$ cat config.mk
export PLATFORM = sky130hd
export DESIGN_NAME = mem_bus_arbiter
export DESIGN_NICKNAME = d
export VERILOG_FILES = /design/src/rtl/mem_bus_pkg.sv /design/src/rtl/mem_arb_pick.sv /design/src/rtl/mem_bus_arbiter.sv
export SDC_FILE = /design/constraint.sdc
export NUM_CORES = 1
export LEC_CHECK = 0
export ABC_AREA = 0
export CAP_MARGIN = 20
export CORE_MARGIN = 1.5
export CORE_UTILIZATION = 38
export DETAILED_ROUTE_END_ITERATION = 10
export PLACE_DENSITY = 0.9
export SYNTH_ARGS = -nofsm -noshare
export SYNTH_HDL_FRONTEND = slang
export SYNTH_SLANG_ARGS = --single-unit
$ cat constraint.sdc
create_clock -name clk -period 2.4 [get_ports clk]
set_input_delay 0.48 -clock clk [delete_from_list [all_inputs] [get_ports clk]]
set_output_delay 0.48 -clock clk [all_outputs]
set_load 0.02 [all_outputs]
$ cat src/rtl/mem_bus_pkg.sv
// mem_bus_pkg: shared width codes, FSM states and owner encoding for the memory bus arbiter
package mem_bus_pkg;
   localparam logic [1:0] W_BYTE = 2'd0;
   localparam logic [1:0] W_HALF = 2'd1;
   localparam logic [1:0] W_WORD = 2'd2;
   typedef enum logic [1:0] {IDLE = 2'd0, ACCESS = 2'd1, DONE = 2'd2} state_t;
   typedef enum logic {OWNER_C = 1'b0, OWNER_D = 1'b1} owner_t;
endpackage

$ cat src/rtl/mem_arb_pick.sv
// mem_arb_pick: D-over-C winner select with DMA run counter for CPU anti-starvation
//   clk, rst_n       clock, async active-low reset
//   d_req, c_req     pending requests
//   d_lock           DMA burst hint, sampled when D is acked
//   grant            arbiter is committing a winner this cycle
//   d_done           D transfer acknowledged this cycle
//   winner           combinational owner choice
module mem_arb_pick
   import mem_bus_pkg::*;
#(
   parameter int DMA_MAX_RUN = 16
) (
   input  logic   clk,
   input  logic   rst_n,
   input  logic   d_req,
   input  logic   c_req,
   input  logic   d_lock,
   input  logic   grant,
   input  logic   d_done,
   output owner_t winner
);
   localparam int RW = $clog2(DMA_MAX_RUN + 1);
   logic [RW-1:0] run_q, run_d;
   logic          lock_q, lock_d, sat;
   // A locked burst keeps D ahead, but a saturated run counter always lets a waiting C in.
   always_comb begin
      sat    = run_q == RW'(DMA_MAX_RUN);
      winner = (d_req & (~(c_req & sat) | (lock_q & ~sat))) ? OWNER_D : OWNER_C;
      run_d  = !grant ? run_q : (winner == OWNER_C) ? '0 : (c_req & ~sat) ? run_q + RW'(1) : run_q;
      lock_d = d_done ? d_lock : (grant & winner == OWNER_C) ? 1'b0 : lock_q;
   end
   always_ff @(posedge clk or negedge rst_n) begin
      if (!rst_n) begin
         run_q  <= '0;
         lock_q <= 1'b0;
      end else begin
         run_q  <= run_d;
         lock_q <= lock_d;
      end
   end
endmodule

$ cat src/rtl/mem_bus_arbiter.sv
// mem_bus_arbiter: shares one memory port between DMA (D) and CPU (C), one transfer at a time
//   clk, rst_n                              clock, async active-low reset
//   d_req/addr/wdata/width/we/lock, d_ack   DMA request side, one-cycle ack
//   c_req/addr/wdata/width/we, c_ack        CPU request side, one-cycle ack
//   rdata                                   read data, valid with an ack
//   mem_addr/wdata/width/read/write         registered memory request
//   mem_rdata, mem_ok                       memory data in, memory ready (0 = stall)
//   busy                                    arbiter not idle
module mem_bus_arbiter
   import mem_bus_pkg::*;
#(
   parameter int MEM_LAT     = 1,
   parameter int DMA_MAX_RUN = 16
) (
   input  logic        clk,
   input  logic        rst_n,
   input  logic        d_req,
   input  logic [31:0] d_addr,
   input  logic [31:0] d_wdata,
   input  logic [1:0]  d_width,
   input  logic        d_we,
   input  logic        d_lock,
   output logic        d_ack,
   input  logic        c_req,
   input  logic [31:0] c_addr,
   input  logic [31:0] c_wdata,
   input  logic [1:0]  c_width,
   input  logic        c_we,
   output logic        c_ack,
   output logic [31:0] rdata,
   output logic [31:0] mem_addr,
   output logic [31:0] mem_wdata,
   output logic [1:0]  mem_width,
   output logic        mem_read,
   output logic        mem_write,
   input  logic [31:0] mem_rdata,
   input  logic        mem_ok,
   output logic        busy
);
   localparam int LW = $clog2(MEM_LAT + 1);
   state_t        state_q, state_d;
   owner_t        owner_q, owner_d, winner;
   logic [LW-1:0] lat_q, lat_d;
   logic [31:0]   addr_q, addr_d, wdata_q, wdata_d, rdata_q, rdata_d;
   logic [1:0]    width_q, width_d;
   logic          rd_q, rd_d, wr_q, wr_d, grant, we_sel;
   mem_arb_pick #(.DMA_MAX_RUN(DMA_MAX_RUN)) u_pick (
      .clk(clk), .rst_n(rst_n), .d_req(d_req), .c_req(c_req), .d_lock(d_lock),
      .grant(grant), .d_done(d_ack), .winner(winner)
   );
   assign grant     = (state_q == IDLE) & (d_req | c_req);
   assign we_sel    = (winner == OWNER_D) ? d_we : c_we;
   assign d_ack     = (state_q == DONE) & (owner_q == OWNER_D);
   assign c_ack     = (state_q == DONE) & (owner_q == OWNER_C);
   assign busy      = state_q != IDLE;
   assign rdata     = rdata_q;
   assign mem_addr  = addr_q;
   assign mem_wdata = wdata_q;
   assign mem_width = width_q;
   assign mem_read  = rd_q;
   assign mem_write = wr_q;
   always_comb begin
      state_d = state_q;
      owner_d = owner_q;
      lat_d   = lat_q;
      addr_d  = addr_q;
      wdata_d = wdata_q;
      width_d = width_q;
      rd_d    = rd_q;
      wr_d    = wr_q;
      rdata_d = rdata_q;
      unique case (state_q)
         IDLE: if (grant) begin
            owner_d = winner;
            addr_d  = (winner == OWNER_D) ? d_addr : c_addr;
            wdata_d = (winner == OWNER_D) ? d_wdata : c_wdata;
            width_d = (winner == OWNER_D) ? d_width : c_width;
            rd_d    = ~we_sel;
            wr_d    = we_sel;
            state_d = ACCESS;
         end
         // The latency count only advances on ready cycles; data is taken one ready
         // cycle after the count reaches MEM_LAT so synchronous RAM q is valid.
         ACCESS: if (mem_ok) begin
            if (lat_q == LW'(MEM_LAT)) begin
               rdata_d = rd_q ? mem_rdata : rdata_q;
               rd_d    = 1'b0;
               wr_d    = 1'b0;
               state_d = DONE;
            end else begin
               lat_d = lat_q + LW'(1);
            end
         end
         DONE: begin
            lat_d   = '0;
            state_d = IDLE;
         end
         default: state_d = IDLE;
      endcase
   end
   always_ff @(posedge clk or negedge rst_n) begin
      if (!rst_n) begin
         state_q <= IDLE;
         owner_q <= OWNER_C;
         lat_q   <= '0;
         addr_q  <= '0;
         wdata_q <= '0;
         width_q <= '0;
         rd_q    <= 1'b0;
         wr_q    <= 1'b0;
         rdata_q <= '0;
      end else begin
         state_q <= state_d;
         owner_q <= owner_d;
         lat_q   <= lat_d;
         addr_q  <= addr_d;
         wdata_q <= wdata_d;
         width_q <= width_d;
         rd_q    <= rd_d;
         wr_q    <= wr_d;
         rdata_q <= rdata_d;
      end
   end
endmodule

== Yosys cells after proc, flatten, opt, wreduce, memory -nomap -nowiden ==
Cells that the tools add are included.

* Bitwise operators: 15
* Reductions and logical operators: 11
* Multiplexer cells: 22
* Add/sub/neg operators: 2
* Equal/unequal tests: 7

{| class="wikitable"
|+ Operator list
! operator !! number
|-
| $mux 32 || 2
|-
| $mux 1 || 10
|-
| $mux 5 || 2
|-
| $and 1x1->1 || 8
|-
| $mux 2 || 4
|-
| $reduce_and 4->1 || 2
|-
| $reduce_bool 2->1 || 4
|-
| $pmux 1 s2 || 3
|-
| $reduce_and 2->1 || 3
|-
| $add 5x1->5 const B || 1
|-
| $eq 5x5->1 const B || 1
|-
| $not 1->1 || 5
|-
| $ne 2x1->1 const B || 2
|-
| $ne 2x2->1 const B || 2
|-
| $pmux 2 s2 || 1
|-
| $reduce_and 3->1 || 1
|-
| $eq 2x1->1 const B || 1
|-
| $eq 2x2->1 const B || 1
|-
| $logic_not 2->1 || 1
|-
| $or 1x1->1 || 2
|-
| $add 1x1->1 const B || 1
|}

* Input port bits: 172
* Output and inout bits: 103
* Word-level logic and storage cells: 68
* Flip-flop bits (word level): 110

== Depth between registers and ports, before layout ==
* Word-level depth: 10
* Gate-level depth with buffers: 8
* Depth with buffers taken out: 6

== By module ==
From an unflattened synthesis, not the netlist that was laid out.

* Cell total of the unflattened synthesis: 339
* Area total of the unflattened synthesis: 5,076.1 µm²

{| class="wikitable"
|+ By module, submodules not included
! module !! area an instance (µm²) !! times used !! cells an instance !! seq. area each (µm²)
|-
| mem_bus_arbiter || 4,774.6 || 1 || 307 || 2,602.5
|-
| mem_arb_pick || 301.5 || 1 || 32 || 125.1
|}

== Least setup slack after synthesis ==
OpenSTA, ideal clock, no wires.

* Path kind: register to register
* Start: register u_pick.run_q[0]
* End: register wr_q, in the netlist mem_write
* Stages on the path, launching flop included: 8
* Buffers on the path: 1
* Clock period less this slack: 1,705 ps
* Arrival: 1,580 ps
* Required time: 2,274 ps
* Setup time: 126 ps
* Slack: 695 ps
* Path through: dfrtp_1 inv_1 ha_1 nand4bb_4 o21ai_2 nor2_1 buf_2 a221o_1

* Longest elaborated chain between the ends: 9
* Elaborated cells between the ends (all ways): 11
* Those cells by class: eq/ne (1); mux (4); bitwise (6)

{| class="wikitable"
|+ RTL lines
! item !! line !! text
|-
| from (decl) || mem_arb_pick.sv:23 || <nowiki>logic [RW-1:0] run_q, run_d;</nowiki>
|-
| from (signal assigned) || mem_arb_pick.sv:37 || <nowiki>run_q <= run_d;</nowiki>
|-
| $eq 5x5->1 * || mem_arb_pick.sv:27 || <nowiki>sat = run_q == RW'(DMA_MAX_RUN);</nowiki>
|-
| $and 1x1->1 or $not 1->1 (tied branches) || mem_arb_pick.sv:28 || <nowiki>winner = (d_req & (~(c_req & sat) | (lock_q & ~sat))) ? OWNER_D : OWNER_C;</nowiki>
|-
| $not 1->1 or $and 1x1->1 (tied branches) || mem_arb_pick.sv:28 ||
|-
| $or 1x1->1 * || mem_arb_pick.sv:28 ||
|-
| $and 1x1->1 * || mem_arb_pick.sv:28 ||
|-
| $mux 1 * || mem_arb_pick.sv:28 ||
|-
| $mux 1 * || mem_bus_arbiter.sv:52 || <nowiki>assign we_sel = (winner == OWNER_D) ? d_we : c_we;</nowiki>
|-
| $mux 1 * || mem_bus_arbiter.sv:73 || <nowiki>IDLE: if (grant) begin</nowiki>
|-
| $pmux 1 s2 * || mem_bus_arbiter.sv:72 || <nowiki>unique case (state_q)</nowiki>
|-
| to (signal assigned) || mem_bus_arbiter.sv:120 || <nowiki>wr_q <= wr_d;</nowiki>
|-
| to (decl) || mem_bus_arbiter.sv:46 || <nowiki>logic rd_q, rd_d, wr_q, wr_d, grant, we_sel;</nowiki>
|}

Every way passes the cells marked *; elsewhere a longest branch is shown, timed or not. The select of a mux whose other input is x is not followed.
A chain may end at the register's enable or synchronous reset.

== Worst setup path after layout ==
* Start: register state_q[1]
* End: output d_ack

* Longest elaborated chain between the ends: 2

{| class="wikitable"
|+ RTL lines
! item !! line !! text
|-
| from (decl) || mem_bus_arbiter.sv:41 || <nowiki>state_t state_q, state_d;</nowiki>
|-
| from (signal assigned) || mem_bus_arbiter.sv:113 || <nowiki>state_q <= state_d;</nowiki>
|-
| $eq 2x2->1 || mem_bus_arbiter.sv:53 || <nowiki>assign d_ack = (state_q == DONE) & (owner_q == OWNER_D);</nowiki>
|-
| $and 1x1->1 || mem_bus_arbiter.sv:53 ||
|-
| to (decl) || mem_bus_arbiter.sv:23 || <nowiki>output logic d_ack,</nowiki>
|}

Every way passes these cells.

==> metrics.txt <==
outcome completed; layout filler cell count 881; VDD IR max 659 uV; area share of the leading cell type in the synthesized netlist 0.589; HPWL Detailed between 10000 and 15000 um; die extent in x ~110 um; largest family of logic cells by synthesized area compound AO/OA/AOI/OAI gates; Sink Count 109; Detailed Routing Iterations Pass 1 4; Core ar. ~0.012 mm^2; Final ANT Viol Nets 0; Iter 0 DRT Violations 165; unrepaired setup endpoints after global routing no; Cell variety after synth 31; worst min path class in2async; CP arrival 1.75 ns; Worst setup SP type flop; CTS Buffer Depth 2; largest net degree at the start of global routing 68; Tmin final 2.23 ns; Worst-path clk slew 0.07 ns; I/O pin cnt 275; post-synthesis xor/xnor area fraction 0; Worst-Margin Slew 0.643 ns; Syn Area/Cell 13.2 um^2; Hold Vio Cnt, Final 0; Critical Path Fanout Max 4; Die ar. 0.0129 mm^2; largest stage delay on the critical path 0.66 ns; global-route wire length before repair ~22000 um; Mapped Area 0.00463 mm^2; CTS tree yes; max-cap viol count 0; Synth Area in Adders 0.00541; postcts setup bufs 0; critical path class reg2out; Area growth syn-to-layout 69.6%; final RePlAce weighted congestion slightly below 0.8; relative slew slack 0.571; row cnt 40; Slowest-stage cell, CP clkdlybuf4s50_1; routed wire length per instance roughly 18 um; Routed Wire Length 14200 um; initial antenna violation count 0; vias in the first global route 4345; vias 4054; DR DRC count 0; Total Power around 10 mW; chip height 113 um; PwrDens 1290 mW/mm^2; syn nets 524; critical-path cell list inv_1 > nor3b_1 > clkdlybuf4s50_1; Critical Path RT between 1.5 and 2 ns; layout cells sized above 1 0.0963; clk_lat worst skew between 0.3 and 0.4 ns; simple-gate share of the synthesized area 0.0327; Leak Pwr 3.65 nW; Max Clk Rate 0.448 GHz; Syn Inst Count 350; Worst Setup End Kind primary output; Initial Utilization 0.387; Synth area leaders dfrtp_1, a22o_1, a21o_1; GRT Total Usage 0.219; CTS H-Tree Depth 3; Vias/cell 5.26; cts bufs inserted 9; Max Slew Vio Count 0; clock skew roughly 0.009 ns; #FFs+latches synth 109; Synth area leader dfrtp_1; post_cts resized 0; CTS Root Cell clkbuf_16; port bufs 273; cts hold-fix bufs 0; post-synthesis compound-gate area fraction 0.261; GR Overflow Total 0; sequential share of the synthesized area 0.589; setup TNS 0 ns; setup violators final 0; Nets slightly below 800; synth warn 0; post-synthesis mux area share 0.0800; n_diodes 0; Final Cycle Share 0.930
==> where the power goes <==
| group | switching, mW | leakage, nW | total (mW) | internal, mW |
|---|---|---|---|---|
| Combinational | 2.55 | 2.18 | 5.45 | 2.90 |
| Clock | 0.688 | 0.131 | 1.40 | 0.714 |
| Sequential | 0.539 | 1.34 | 3.27 | 2.73 |
| Total | 3.78 | 3.65 | 10.1 | 6.34 |
==> cell usage after synthesis, drive strengths merged <==
cell and instances:
a221o 1, a31o 1, mux2 32, o41ai 1
nor3 2, inv 6, nor2b 1, clkbuf 10
nand4bb 1, a211oi 1, a22o 67, o21ai 5
a21o 70, buf 15, nand3 2, nor2 5
nor3b 2, dfrtp 109, mux2i 1, nand2 7
nand4 2, a21oi 5, or3 2, ha 2
==> registers in the layout, indices dropped and copies added, names as in the netlist <==
signal	flops
owner_q	1
mem_read	1
mem_width	2
lat_q	1
mem_write	1
mem_addr	32
u_pick.run_q	5
rdata	32
state_q	2
mem_wdata	32
==> per-layer routing <==
layer  vias to the layer above  part of all wire  track usage
li1                       1844                 -            -
met1                      1984              0.37        0.242
met2                       207              0.51        0.396
met3                        19             0.095       0.0728
met4                         0             0.018       0.0742
met5                         -                 0            0
==> cell families (layout without fill, tap and decap cells) <==
family,count (synthesis),count (layout)
multiplexers,33,33
AO/OA/AOI/OAI,151,151
AND/OR/NAND/NOR,24,24
buffers and inverters,31,304
flip-flops,109,109
adder cells (fa/ha/maj),2,2
==> worst max-delay path: cells and delay by family, from the launching register on <==
family | cells | cell delay, ns
buffers and inverters | 2 | 0.76
flip-flops | 1 | 0.44
AND/OR/NAND/NOR | 1 | 0.21
==> cell usage in the layout (no fill, tap or decap), types with 5 or more instances in the layout <==
cell type        synthesis  layout
a21o_1                  70      70
a21oi_1                  5       5
a22o_1                  67      67
buf_12                   0       5
buf_4                    5       5
clkbuf_16                0       9
clkdlybuf4s50_1          0     272
dfrtp_1                109     109
inv_1                    5       5
mux2_1                   6       6
mux2_2                  26      26
nand2_1                  7       7
==> through the flow <==
stage | setup WS (ns) | hold WS (ns) | instance area, um^2 | utilization | std cells
finish | 0.169 | 0.150 | 7850 | 0.656 | 770
global route | 0.0491 | 0.194 | 7850 | 0.656 | 770
CTS | 0.145 | 0.170 | 7850 | 0.656 | 770
detailed placement | 0.245 | 0.486 | 7570 | 0.633 | 754
global placement | 0.288 | 0.476 | 7570 | 0.633 | 754
floorplan | 0.695 | 0.184 | 4630 | - | 350
==> worst paths after layout <==
path,cells after the start,slack (ns),endpoint,from
max reg2reg,7,0.56,mem_wdata[3],u_pick.run_q[0]
min,1,0.15,mem_addr[4],rst_n
min in group clk,1,0.50,rdata[12],rdata[12]
min reg2reg,1,0.50,rdata[12],rdata[12]
max in group asynchronous,2,1.46,mem_wdata[22],rst_n
max,3,0.17,d_ack,state_q[1]
==> area by class of cell <==
| cell class | count | area [um^2] | area share |
|---|---|---|---|
| clock buffers | 10 | 229 | 0.0292 |
| well taps | 147 | 184 | 0.0234 |
| multi-input cells | 210 | 1780 | 0.227 |
| inverters | 6 | 22.5 | 0.00287 |
| repair buffers | 282 | 2860 | 0.364 |
| flip-flops and latches | 109 | 2730 | 0.347 |
| clock inverters | 6 | 48.8 | 0.00622 |
No activity file was read; power rests on OpenSTA's default activity.
